==> config.mk <==
export PLATFORM = sky130hd
export DESIGN_NAME = freq_div_multi
export DESIGN_NICKNAME = d
export VERILOG_FILES = /design/src/rtl/pdu_pkg.sv /design/src/rtl/freq_div_chan.sv /design/src/rtl/freq_div_multi.sv
export SDC_FILE = /design/constraint.sdc
export NUM_CORES = 1
export LEC_CHECK = 0
export BUFFER_PORTS_ARGS = -buffer_cell sky130_fd_sc_hd__buf_2
export CAP_MARGIN = 20
export CORE_AREA = 2 2 229 141
export DETAILED_ROUTE_END_ITERATION = 8
export DIE_AREA = 0 0 231 143
export HOLD_SLACK_MARGIN = 0.15
export PLACE_DENSITY = 0.66
export SKIP_LAST_GASP = 1
export SLEW_MARGIN = 5
export SYNTH_ARGS = -nofsm -noshare
export SYNTH_HDL_FRONTEND = slang
export SYNTH_SLANG_ARGS = --single-unit
==> constraint.sdc <==
create_clock -name clk -period 3.8 [get_ports clk]
set_input_delay 0.38 -clock clk [delete_from_list [all_inputs] [get_ports clk]]
set_output_delay 0.38 -clock clk [all_outputs]
set_load 0.005 [all_outputs]
==> src/rtl/pdu_pkg.sv <==
// Shared PDU definitions: divider width, reset divisor and divisor type.
package pdu_pkg;
    localparam int          DIV_W       = 20;
    localparam int unsigned DIV_RST_DEF = 200000;

    typedef logic [DIV_W-1:0] div_t;
endpackage

==> src/rtl/freq_div_chan.sv <==
// One divider channel: counter, active/pending divisor, registered tick/sq/busy.
module freq_div_chan #(
    parameter int          W       = 20,
    parameter int unsigned DIV_RST = 200000
) (
    input  logic         clk,
    input  logic         rst,
    input  logic         i_en,
    input  logic         i_sync,
    input  logic         i_wr,
    input  logic [W-1:0] i_val,
    output logic         o_tick,
    output logic         o_sq,
    output logic         o_busy
);
    localparam logic [W-1:0] RST_DIV = W'(DIV_RST);

    logic [W-1:0] r_cnt, r_div_act, r_div_pend;
    logic         r_pend, r_tick, r_sq;

    logic [W-1:0] w_val, w_cnt_n, w_act_n, w_pendv_n;
    logic         w_pend_n, w_tick_n, w_sq_n, w_term;

    always_comb begin
        w_val     = (i_val == '0) ? W'(1) : i_val;
        w_term    = (r_cnt == r_div_act - W'(1));
        w_cnt_n   = r_cnt;
        w_act_n   = r_div_act;
        w_pendv_n = r_div_pend;
        w_pend_n  = r_pend;
        w_tick_n  = 1'b0;
        w_sq_n    = 1'b0;
        if (!i_en) begin
            // Idle channel: counter is parked at 0, so divisors can change at once.
            w_cnt_n  = '0;
            w_act_n  = r_div_pend;
            w_pend_n = 1'b0;
            if (i_wr) begin
                w_pendv_n = w_val;
                w_act_n   = w_val;
            end
        end else begin
            if (i_sync || w_term) begin
                w_cnt_n  = '0;
                w_tick_n = !i_sync;
                if (r_pend) begin
                    w_act_n  = r_div_pend;
                    w_pend_n = 1'b0;
                end
            end else begin
                w_cnt_n = r_cnt + W'(1);
            end
            // A write landing on the applying edge stays pending for the next period.
            if (i_wr) begin
                w_pendv_n = w_val;
                w_pend_n  = 1'b1;
            end
            w_sq_n = (w_cnt_n < (w_act_n >> 1));
        end
    end

    always_ff @(posedge clk) begin
        if (rst) begin
            r_cnt      <= '0;
            r_div_act  <= RST_DIV;
            r_div_pend <= RST_DIV;
            r_pend     <= 1'b0;
            r_tick     <= 1'b0;
            r_sq       <= 1'b0;
        end else begin
            r_cnt      <= w_cnt_n;
            r_div_act  <= w_act_n;
            r_div_pend <= w_pendv_n;
            r_pend     <= w_pend_n;
            r_tick     <= w_tick_n;
            r_sq       <= w_sq_n;
        end
    end

    assign o_tick = r_tick;
    assign o_sq   = r_sq;
    assign o_busy = r_pend;
endmodule

==> src/rtl/freq_div_multi.sv <==
// Multi-channel clock-enable generator: divisor write decode and sync fan-out.
module freq_div_multi
    import pdu_pkg::*;
#(
    parameter int          NCH     = 4,
    parameter int          W       = DIV_W,
    parameter int unsigned DIV_RST = DIV_RST_DEF,
    localparam int         CW      = (NCH > 1) ? $clog2(NCH) : 1
) (
    input  logic           clk,
    input  logic           rst,
    input  logic [NCH-1:0] en,
    input  logic           sync,
    input  logic           div_wr,
    input  logic [CW-1:0]  div_ch,
    input  logic [W-1:0]   div_val,
    output logic [NCH-1:0] tick,
    output logic [NCH-1:0] sq,
    output logic [NCH-1:0] busy
);
    logic [NCH-1:0] w_wr;

    // Out-of-range channel numbers match no lane and are dropped.
    always_comb begin
        w_wr = '0;
        for (int i = 0; i < NCH; i++)
            if (div_wr && (32'(div_ch) == i))
                w_wr[i] = 1'b1;
    end

    for (genvar g = 0; g < NCH; g++) begin : g_ch
        freq_div_chan #(
            .W       (W),
            .DIV_RST (DIV_RST)
        ) u_chan (
            .clk    (clk),
            .rst    (rst),
            .i_en   (en[g]),
            .i_sync (sync),
            .i_wr   (w_wr[g]),
            .i_val  (div_val),
            .o_tick (tick[g]),
            .o_sq   (sq[g]),
            .o_busy (busy[g])
        );
    end
endmodule

-- After elaboration in Yosys (flattened, before gate mapping)
Cells that the tools add are included.
- bits in registers: 252
- latch bits: 0
- memory bits (writable): 0
- bits in read-only memories: 0
- bits of input ports: 30
- output and inout port bits: 12
- logic and storage cells: 131
- memories kept: 0
- add/subtract/negate cells: 8
- multiply operators: 0
- divide/modulo/power cells: 0
- $lt $le $gt $ge: 4
- eq/ne operators: 15
- shift operators: 0
- multiplexer cells: 41
- bitwise operators: 8
- reductions and logical operators: 27
- operator list (kind ; number):
    20-bit 2-to-1 mux ; 29
    20-bit by 1-bit adder with 20-bit output, second input constant ; 4
    20-bit equality test ; 4
    20-bit by 19-bit < comparator with 1-bit output ; 4
    20-bit by 1-bit subtractor with 20-bit output, second input constant ; 4
    20-bit logical NOT ; 1
    2-bit by 1-bit inequality test with 1-bit output, second input constant ; 8
    1-bit 2-to-1 mux ; 12
    3-bit OR reduction ; 4
    1-bit NOT ; 8
    2-bit AND reduction ; 4
    2-bit nonzero test ; 4
    2-bit OR reduction ; 4
    2-bit equality test, second input constant ; 2
    1-bit logical AND ; 4
    1-bit logical OR ; 4
    2-bit by 1-bit equality test with 1-bit output, second input constant ; 1
    2-bit logical NOT ; 1
    1-bit logical NOT ; 1

-- Longest topological paths before layout
- depth in word-level cells: 6
- depth in mapped cells: 22

-- Cells and area by module
Synthesis repeated with hierarchy kept, for this count alone.
- cell total of the unflattened synthesis: 1885
- area total of the unflattened synthesis: 16136.7 sq um
- modules (own cells, without submodules) (module ; times used ; cells each ; area an instance (sq um) ; sequential area each (sq um)):
    freq_div_chan (g_ch[1].u_chan ...) ; 2 ; 493 ; 4235.3 ; 1261.2
    freq_div_chan (g_ch[0].u_chan) ; 1 ; 467 ; 3941.3 ; 1261.2
    freq_div_chan (g_ch[3].u_chan) ; 1 ; 428 ; 3687.3 ; 1261.2
    freq_div_multi ; 1 ; 4 ; 37.5 ; 0.0

-- Worst setup path after synthesis
Ideal clock, no wire load.
- kind: flip-flop to flip-flop
- start point: register g_ch[3].u_chan.r_div_act[1]
- end point: register g_ch[3].u_chan.r_sq
- library setup time: 0.074 ns
- arrival: 4.137 ns
- path slack: -0.412 ns
- cell stages (with the launch flop): 21
- buffers on the path: 2
- clock period less this slack: 4.212 ns
- cells stage by stage: dfxtp_1 > clkbuf_1 > inv_1 > ha_1 > nor3b_1 > nand2_1 > or4_1 > a22oi_1 > o2111ai_2 > o31ai_4 > buf_6 > mux2i_1 > ha_1 > a21o_1 > a21o_1 > a21o_1 > a21oi_1 > nor2b_1 > o21ai_0 > o2111ai_1 > a31oi_1
- word-level cells in the longest chain between the ends: 6
- elaborated cells on any way between the ends: 9
- those cells by class: add/sub: 1; order compare: 1; eq/ne: 1; mux: 5; reduce/logical: 1
- RTL lines (element ; RTL line ; RTL):
    start, declared ; freq_div_chan.sv:18 ; logic [W-1:0] r_cnt, r_div_act, r_div_pend;
    start signal, assigned ; freq_div_chan.sv:72 ; r_div_act <= w_act_n;
    20-bit by 1-bit subtractor with 20-bit output ; freq_div_chan.sv:26 ; w_term = (r_cnt == r_div_act - W'(1));
    20-bit equality test ; freq_div_chan.sv:26 ;
    1-bit logical OR ; freq_div_chan.sv:43 ; if (i_sync || w_term) begin
    20-bit 2-to-1 mux ; freq_div_chan.sv:43 ;
    20-bit 2-to-1 mux ; freq_div_chan.sv:33 ; if (!i_en) begin
    20-bit by 19-bit < comparator with 1-bit output * ; freq_div_chan.sv:58 ; w_sq_n = (w_cnt_n < (w_act_n >> 1));
    end signal, assigned ; freq_div_chan.sv:76 ; r_sq <= w_sq_n;
    end, declared ; freq_div_chan.sv:19 ; logic r_pend, r_tick, r_sq;
Mark *: on every way between the ends. The rest lies on a longest branch, timed or not. The select of a mux whose other input is x is not followed.
A chain may end at the register's enable or synchronous reset.

-- Final worst setup path
- start point: register g_ch[0].u_chan.r_div_act[3]
- end point: register g_ch[0].u_chan.r_sq
- word-level cells in the longest chain between the ends: 6
- elaborated cells on any way between the ends: 9
- those cells by class: add/sub: 1; order compare: 1; eq/ne: 1; mux: 5; reduce/logical: 1
- RTL lines (element ; RTL line):
    start, declared ; freq_div_chan.sv:18
    start signal, assigned ; freq_div_chan.sv:72
    20-bit by 1-bit subtractor with 20-bit output ; freq_div_chan.sv:26
    20-bit equality test ; freq_div_chan.sv:26
    1-bit logical OR ; freq_div_chan.sv:43
    20-bit 2-to-1 mux ; freq_div_chan.sv:43
    20-bit 2-to-1 mux ; freq_div_chan.sv:33
    20-bit by 19-bit < comparator with 1-bit output * ; freq_div_chan.sv:58
    end signal, assigned ; freq_div_chan.sv:76
    end, declared ; freq_div_chan.sv:19
Marked as above.

==> results by group <==
Timing
  • Worst hold margin: 189 ps
  • Fin crit period: 4240 ps
  • RSZ-0062 raised after global routing: true
  • Setup-failing EPs final: 4
  • Max Transition Viols Final: 0
  • Setup TNS Final: -1480 ps
  • Final Hold Viols: 0
  • Tcrit/Tclk final: 111%
  • Worst Skew: 15.4 ps
  • Max-slew headroom: 25.1%
  • Worst slew pin tran: 1120 ps
  • Fmax achieved: 0.236 GHz
  • Setup ws final: -437 ps

Placed design
  • Port Buffers: 41
  • Placed cells: around 2500
  • Placed Area: around 18000 sq um
  • Post-DP HPWL: 38500 um
  • Gpl congestion: 0.931
  • Post-Place Setup Slack: -915 ps

Logic synthesis
  • Synth cell types: 82
  • Count leader, synth: dfxtp_1
  • Post-synth top cells: dfxtp_1, nand2_1, nor2_1
  • Post-synthesis register bit count: roughly 250
  • Synthesized area per cell: 8.17 sq um
  • Synth area leaders: dfxtp_1, ha_1, mux2i_1, nand2_1, xnor2_1
  • Synth warnings: 0
  • Number of flops mapped to enable cells by yosys: 0
  • Cells after Synth: 1863
  • Mapped Nets: 1973
  • Yosys top cell area share: roughly a third
  • Cell taking the most area after synthesis: dfxtp_1
  • Mapped Area: 15200 sq um
  • Ys flop type: dfxtp_1
  • Seq/Total Area, Yosys: 33.2%
  • Ys async rst share: 0%

Final layout
  • Area grow syn2layout: 30.3%
  • Proportion of layout cells with a drive suffix above 1: 26.0%
  • Cell Count, Final, Fillers Out: 2586
  • Final nets: 2263
  • Final instance area: just under 20000 sq um
  • Post-layout util: 64.4%

GRT
  • Number of global-route vias before repair: 14400
  • GRT Overall Usage: 30.7%
  • Gr ovfl total: 0
  • Largest net degree at the start of global routing: 28
  • Antenna violations before repair: 1
  • First-pass GRT wire length: 79800 um

Clocking
  • Clock-pin transition on the worst setup and hold timing paths: 70 ps
  • Hold Buf Count CTS: 0
  • H-tree depth: 1
  • TritonCTS clock tree: yes
  • Clock Root Buffer: clkbuf_16
  • Clock tree buffer depth: 3
  • Clock latency on the worst-skew pair: roughly 540 ps
  • Clock Sinks: ~250
  • Total CTS buffers: 25

Critical path
  • Worst EP arrival: 4680 ps
  • Reg-to-Reg Start: g_ch[0].u_chan.r_div_act[3]
  • CP Max Fanout: 12
  • Setup Crit Path Kind: flip-flop to flip-flop
  • Worst setup EP type: flip-flop
  • Critical Path RT: 4240 ps
  • Worst Setup SP: g_ch[0].u_chan.r_div_act[3]
  • Critical Path Source Type: flip-flop

Route
  • Avg WL per Cell: 20.1 um
  • Post-route ant nets: 0
  • Vias/cell: 5.91
  • Detailed Route Iter0 Violations: between 1500 and 2000
  • Top routing layer used: met4
  • Met1 Wirelength: 25000 um
  • Post-Route WL: 51900 um
  • Number of remaining DRC errors: 0
  • Met3 routed WL: between 4000 and 5000 um
  • Met2 Wirelength: 21000 um
  • Via count: roughly 15000
  • Drt pass-1 iters: 7

Power and ir drop
  • Pwr/cell area: 334 nW/um^2
  • Max IR drop VDD: 313 uV
  • Post-route total power: 6.63 mW
  • Leak Pwr: a little under 8 nW

Hold path
  • Hold/Removal Path Class: primary input to flip-flop
  • Hold path start: div_val[4]

Floorplan
  • Io pins: 42
  • Initial Utilization: 49.4%
  • Width of the die: 231 um
  • Core area: 30800 sq um
  • Die H: 143 um
  • Die footprint: 33000 sq um
  • Floorplan row count: 50

Job
  • Total of max-cap violations: 0

Run status
  • Violated checks: setup timing
  • Status: finished with violations
## sequential cells by signal, indices dropped and copies added (netlist names)
name	count
g_ch.u_chan.r_div_act	80
g_ch.u_chan.o_sq	4
g_ch.u_chan.o_tick	4
g_ch.u_chan.r_cnt	80
g_ch.u_chan.o_busy	4
g_ch.u_chan.r_div_pend	80
## worst max-delay path: stages (launching register included)
cell and delay (ps):
dfxtp_1 360, nor4_4 400, buf_6 190, nand2_1 70, or4b_1 470, a22o_1 240, nor4_4 310, a32oi_2 180
buf_12 200, buf_4 160, mux2i_2 210, ha_1 270, o21a_1 110, o21a_1 180, o21a_1 130, o21ai_2 200
buf_4 140, a21boi_0 80, a311oi_1 220
## power breakdown
group | internal (mW) | switching, mW | leakage, nW
registers | 2.74 | 0.0963 | 2.06
clock network | 1.43 | 1.09 | 0.407
logic | 0.579 | 0.691 | 5.44
## cells by family after synthesis
group	synth area share, %
adders and majority gates	6.58
AOI/OAI and AO/OA	13.6
buffers and inverters	4.52
and+or+nand+nor	27.7
muxes	5.41
xor gates and xnor gates	9.10
DFF	33.2
## routing by layer
metal  vias to the layer above  track usage (%)
li1                       7257                -
met1                      7293             46.5
met2                       643             43.7
met5                         -                0
met3                        80             6.75
met4                         0             6.83
## layout make-up
| class | instances | area [sq um] |
|---|---|---|
| fillers | 2661 | 11000 |
| multi-input cells | 1466 | 10400 |
| flip-flops and latches | 252 | 5060 |
| repair buffers | 376 | 2930 |
| clock buffers | 36 | 747 |
| well taps | 416 | 520 |
| inverters | 32 | 120 |
| clock inverters | 7 | 63.8 |
| diodes | 1 | 2.50 |
## what timing repair did
| item | CTS | global route |
|---|---|---|
| cloned | 1 | 1 |
| setup endpoints to repair | 4 | 4 |
| resized for setup | 79 | 85 |
| setup buffers | 16 | 18 |
| pin swaps | 37 | 40 |
## final timing paths
| check | to | slack (ps) | depth (start not counted) |
|---|---|---|---|
| hold / removal | g_ch[1].u_chan.r_div_pend[4] | 190 | 3 |
| setup reg to reg | g_ch[0].u_chan.o_sq | -440 | 18 |
| hold reg to reg | g_ch[0].u_chan.r_div_pend[19] | 480 | 2 |
| setup / recovery | g_ch[0].u_chan.o_sq | -440 | 18 |
## cells in the final DEF, fill, tap and decap left out, types with 9 or more instances in the layout
master / instances
nand2b_1: 10
buf_6: 15
nand4_1: 37
o21a_1: 9
a21o_1: 22
mux2i_1: 49
nand3b_1: 36
xnor2_1: 87
clkbuf_16: 25
nor3_1: 108
or3_1: 10
nor2b_1: 10
nand3_1: 63
ha_1: 70
o21ai_0: 19
inv_1: 30
o21ai_1: 14
nand2_1: 204
ha_4: 10
xor2_1: 71
nor2_1: 200
buf_4: 309
buf_12: 10
nor4_1: 18
buf_2: 41
nor4_2: 9
o211ai_1: 9
and3_1: 25
dfxtp_1: 243
o2bb2ai_1: 22
a21oi_1: 133
mux2i_4: 23
Power figures use the tool's default switching activity.
